[src/rtl/ccg_stream_eval.sv]
// Purpose: per-channel evaluation of two fixed Boolean functions (fa, fb) over packed input vectors, with a signature and an accepted-vector count.
// Latency: PIPE cycles from input acceptance to out_valid; 1 vector/cycle while out_ready is high.
// Backpressure: out_ready low stalls the last stage; bubbles collapse upstream, and in_ready drops once all PIPE stages are full.
//
// Ports:
//   clk, rst             clock and synchronous active-high reset
//   in_valid/in_ready    input handshake; in_data holds channel c at [c*N_IN +: N_IN]
//   out_valid/out_ready  output handshake; out_data holds channel c at [2c +: 2] as {fb, fa}
//   sig_clr, sig         signature clear and running rotate-XOR signature of delivered results
//   vec_cnt              saturating count of accepted input vectors
module ccg_stream_eval #(
    parameter int N_IN  = 4,
    parameter int N_CH  = 1,
    parameter int PIPE  = 2,
    parameter int CNT_W = 16
) (
    input  logic                   clk,
    input  logic                   rst,
    input  logic                   in_valid,
    output logic                   in_ready,
    input  logic [N_IN*N_CH-1:0]   in_data,
    output logic                   out_valid,
    input  logic                   out_ready,
    output logic [2*N_CH-1:0]      out_data,
    input  logic                   sig_clr,
    output logic [2*N_CH-1:0]      sig,
    output logic [CNT_W-1:0]       vec_cnt
);

    localparam int W = 2 * N_CH;

    // Both functions for every channel, packed as {fb, fa} per channel.
    function automatic logic [W-1:0] eval_vec(input logic [N_IN*N_CH-1:0] din);
        logic [W-1:0]    r;
        logic [N_IN-1:0] x;
        r = '0;
        for (int c = 0; c < N_CH; c++) begin
            x          = din[c*N_IN +: N_IN];
            r[2*c]     = ~x[N_IN-2] & ~x[N_IN-1];
            r[2*c+1]   = ~(x[0] & ~x[N_IN-1])
                       & ~(((x[1] & x[2]) | (~x[0] & ~x[2])) & x[N_IN-1]);
        end
        return r;
    endfunction

    logic [PIPE-1:0] stg_v;
    logic [W-1:0]    stg_d [PIPE];
    logic [PIPE-1:0] adv;
    logic [PIPE-1:0] ld;
    logic [PIPE-1:0] src_v;
    logic [W-1:0]    src_d [PIPE];
    logic            in_acc;
    logic            out_acc;

    // Walk from the output back to the input: a stage advances when it is
    // full and the stage below it can take data this cycle; a stage can load
    // when it is empty or advancing. This lets a full pipeline move every
    // cycle while out_ready is high.
    always_comb begin
        logic free;
        free = out_ready;
        adv  = '0;
        ld   = '0;
        for (int k = PIPE - 1; k >= 0; k--) begin
            adv[k] = stg_v[k] & free;
            ld[k]  = ~stg_v[k] | adv[k];
            free   = ld[k];
        end
    end

    // Held low during reset so nothing is counted or captured while the
    // pipeline is being cleared.
    assign in_ready  = ~rst & ld[0];
    assign in_acc    = in_valid & in_ready;
    assign out_valid = stg_v[PIPE-1];
    assign out_data  = stg_d[PIPE-1];
    assign out_acc   = out_valid & out_ready;

    // Source of each stage: stage 0 takes the freshly evaluated input, the
    // others take the stage above them.
    always_comb begin
        src_v[0] = in_acc;
        src_d[0] = eval_vec(in_data);
        for (int k = 1; k < PIPE; k++) begin
            src_v[k] = stg_v[k-1];
            src_d[k] = stg_d[k-1];
        end
    end

    // Data registers only capture real vectors, so the last stage keeps its
    // value while stalled and idle stages do not toggle.
    always_ff @(posedge clk) begin
        if (rst) begin
            stg_v <= '0;
            for (int k = 0; k < PIPE; k++) begin
                stg_d[k] <= '0;
            end
        end else begin
            for (int k = 0; k < PIPE; k++) begin
                if (ld[k]) begin
                    stg_v[k] <= src_v[k];
                    if (src_v[k]) begin
                        stg_d[k] <= src_d[k];
                    end
                end
            end
        end
    end

    // Signature folds each delivered result into a 1-bit left rotate of the
    // running value; a clear drops the old value but still folds in a result
    // delivered in the same cycle.
    always_ff @(posedge clk) begin
        if (rst) begin
            sig     <= '0;
            vec_cnt <= '0;
        end else begin
            if (sig_clr) begin
                sig <= out_acc ? out_data : '0;
            end else if (out_acc) begin
                sig <= {sig[W-2:0], sig[W-1]} ^ out_data;
            end
            if (in_acc && (vec_cnt != {CNT_W{1'b1}})) begin
                vec_cnt <= vec_cnt + CNT_W'(1);
            end
        end
    end

endmodule

[config.mk]
export PLATFORM = sky130hd
export DESIGN_NAME = ccg_stream_eval
export DESIGN_NICKNAME = d
export VERILOG_FILES = /design/src/rtl/ccg_stream_eval.sv
export SDC_FILE = /design/constraint.sdc
export NUM_CORES = 1
export LEC_CHECK = 0
export ABC_AREA = 0
export CAP_MARGIN = 10
export CORE_MARGIN = 4
export CORE_UTILIZATION = 43
export DETAILED_ROUTE_END_ITERATION = 8
export PLACE_DENSITY = 0.74
export RECOVER_POWER = 50
export SYNTH_ARGS = -nofsm -noshare
export SYNTH_HDL_FRONTEND = slang
export SYNTH_SLANG_ARGS = --single-unit
export TNS_END_PERCENT = 10
[constraint.sdc]
create_clock -name clk -period 2.21 [get_ports clk]
set_input_delay 0.5525 -clock clk [delete_from_list [all_inputs] [get_ports clk]]
set_output_delay 0.5525 -clock clk [all_outputs]
set_load 0.005 [all_outputs]
==> summary.md, run 1 <==
| Metric | Value |
|---|---|
| Vias in the first global route | `1207` |
| Leakage power | `0.588 nW` |
| CP Cell Sequence | `clkdlybuf4s50_1 > and3b_2 > buf_4 > or4_4 > a21oi_2 > mux2_4` |
| Most common cell after layout, fill and taps aside | `dfxtp_1` |
| Total Power | `0.814 mW` |
| Max Fclk | `459 MHz` |
| DR DRC count | `0` |
| Startpoint Class | `input pin` |
| Main combinational cell family by area after synthesis | `simple AND/OR/NAND/NOR gates` |
| Max-slew violations | `0` |
| Post-synthesis simple-gate area fraction | `29.3%` |
| First-pass GRT wire length | `5130 um` |
| Register area share after synthesis | `41.9%` |
| Hold Fails Final Rpt | `0` |
| Crit Path Category | `input pin to flop` |
| Flop pwr share | `56.8%` |
| H-tree levels | `1` |
| Fin util | `61.7%` |
| Sw Ratio | `22.4%` |
| Placed cells | `211` |
| Comb pwr share | `8.9%` |
| Hpwl dp | `2290 um` |
| WP data arrival | `2.41 ns` |
| Critical path data required time | `2.44 ns` |
| Layout Skew | `0.00532 ns` |
| Share of layout cells above drive strength 1 | `14.6%` |
| CTS Sinks | `24` |
| Die footprint | `3810 um^2` |
| Final Non-Filler Cells | `216` |
| Status | `completed` |
| Clock Latency Late Sink | `0.33 ns` |
| Router iterations before antenna repair | `4` |
| DR vias | `1244` |
| Clock slew at reported path FFs | `0.14 ns` |
| # diodes | `0` |
| Gp weighted congestion | `0.849` |
| IO Count | `31` |
| Slew @ Worst Pin | `0.422 ns` |
| Power per cell area | `479 nW/um^2` |
| Final setup fails | `0` |
| Sw Pwr | `0.183 mW` |
| P_int | `0.632 mW` |
| Netlist cell types | `37` |
| Worst min path class | `flop to flop` |
| Initial antenna violation count | `0` |
| Syn_nets | `157` |
| Die Y | `61.8 um` |
| Root Driver | `clkbuf_4` |
| Avg Synthesized Cell Area | `8.45 um^2` |
| Largest net degree at the start of global routing | `18` |
| Synthesized flop and latch total | `24` |
| Die extent in x | `61.8 um` |
| Final min period | `2.18 ns` |
| Slowest cell delay on critical path | `0.52 ns` |
| Xor/xnor cell area share of the yosys netlist | `0%` |
| Most frequent cells in the layout | `dfxtp_1 (20), clkdlybuf4s50_1 (17), nand2_1 (13)` |
| Number of synthesized flops with an enable pin | `4` |
| Crit. End Element | `flop` |
| Antenna-violating nets left | `0` |
| Clock Path Buffers | `2` |
| RSZ-0062 raised after global routing | `false` |
| Syn. warnings | `0` |
| CORE AREA | `2760 um^2` |
| Max stage delay cell, worst path | `or4_4` |
| Ys flop type | `dfxtp_1` |
| Post-Synth Adder-Cell Area | `1.01%` |
| Initial Utilization | `45.1%` |
| Buffers on Ports | `30` |
| Remaining global-route overflow | `0` |
| Critical path fanouts, max | `5` |
| Total Routing Usage GR | `17.8%` |
| Site row count | `19` |
| Period utilisation layout | `98.7%` |
| Compound-Gate Fraction of Synth Area | `18.5%` |
| Worst VDD drop | `0.000594 V` |
| Asr flop ratio synth | `0%` |
| DRT iter0 DRCs | `29` |
| Mapped Area | `1240 um^2` |
| Wire per inst | `14.3 um` |
| Worst slew margin | `71.5%` |
| Layout area overhead | `36.9%` |
| Nets | `196` |
| Post-synthesis mux area share | `2.62%` |
| Max-cap violations | `0` |
| Vias per cell | `5.76` |
| Hold-fix buffers, CTS | `0` |
| Clk pwr share | `34.4%` |
| CTS buffer count | `3` |
| CTS tree | `built` |
| Total Routed Length | `3090 um` |
| Synth Instances | `147` |
-- power by group through the flow --
| stage | registers (mW) | clock network [mW] | logic, mW |
|---|---|---|---|
| 4_1_cts | 0.463 | 0.287 | 0.0750 |
| 3_5_place_dp | 0.473 | 0 | 0.0748 |
| 6_report | 0.462 | 0.280 | 0.0721 |
| 3_3_place_gp | 0.472 | 0 | 0.0720 |
| 2_1_floorplan | 0.471 | 0 | 0.0309 |
| 5_1_grt | 0.464 | 0.301 | 0.0797 |
-- final cells by class --
type | count | area (um^2)
inverter | 10 | 37.5
tap | 31 | 38.8
timing repair buffer | 41 | 379
clock buffer | 4 | 47.5
multi-input combinational | 106 | 677
sequential | 24 | 520
fill | 244 | 1060
-- cells in the mapped netlist, types with 4 or more instances --
cell type  number  area, um^2
inv_1           9        33.8
edfxtp_1        4         120
or4_1           4        30.0
nand3_1         5        25.0
nand2_1        13        48.8
o21ai_0         8        40.0
nor3_1          4        20.0
or3_1           5        31.3
dfxtp_1        20         400
a21oi_1        11        55.1
clkbuf_1        4        15.0
nor2_1         13        48.8
nor4_1          4        25.0
nand4_1         4        25.0
-- metal layers --
layer / up-vias / routed length (um) / track usage, %
met3: 2 / 111 / 2.89
met5: - / 0 / 0
li1: 620 / - / -
met4: 0 / 27 / 5.15
met2: 22 / 1540 / 32.1
met1: 600 / 1410 / 21.8
-- flip-flops by register name, summed over array words and instances, names as in the netlist --
signal / cells
stg_d: 4
vec_cnt: 16
stg_v: 2
sig: 2
-- worst paths after layout --
path | startpoint | end | slack, ns | cells after the start
min reg2reg | vec_cnt[15] | vec_cnt[15] | 0.49 | 2
min | vec_cnt[15] | vec_cnt[15] | 0.49 | 2
max | out_ready | vec_cnt[5] | 0.03 | 6
max reg2reg | vec_cnt[0] | vec_cnt[6] | 0.12 | 6
-- critical path, delay by kind of cell --
kind,cells,cell delay (ns)
AOI/OAI and AO/OA,1,0.15
buffers and inverters,2,0.63
muxes,1,0.31
and+or+nand+nor,2,0.77
-- logic make-up (layout without fill, tap and decap cells) --
kind of cell	Yosys count	count (layout)
buffers and inverters	17	55
AO/OA/AOI/OAI	36	36
adder cells (fa/ha/maj)	1	1
multiplexers	3	3
flip-flops	24	24
AND/OR/NAND/NOR	66	66
-- through the flow --
step	TNS (ns)	area (um^2)	setup slack [ns]	hold slack [ns]
floorplan	0	1240	0.0250	0.445
global placement	-3.68	1610	-0.402	0.459
detailed placement	-3.97	1610	-0.430	0.470
CTS	-0.00102	1690	-0.000683	0.491
global route	0	1700	0.000152	0.512
finish	0	1700	0.0296	0.488
-- timing repair --
| action | in CTS | in global routing |
|---|---|---|
| buffers inserted | 1 | 0 |
| gates resized for setup | 6 | 6 |
| pin swaps | 3 | 1 |
| setup endpoints to repair | 6 | 7 |
| gates cloned | 0 | 0 |
| endpoints found under the hold margin | 0 | 0 |
Power figures use the tool's default switching activity.
==> run 2, diff against run 1 <==
--- a/config.mk
+++ b/config.mk
@@ -6,7 +6,6 @@
 export NUM_CORES = 1
 export LEC_CHECK = 0
 export ABC_AREA = 0
-export CAP_MARGIN = 10
 export CORE_MARGIN = 4
 export CORE_UTILIZATION = 43
 export DETAILED_ROUTE_END_ITERATION = 8
==> results of run 2 <==
No change in the layout: final DEF, timing and power equal those of run 1.
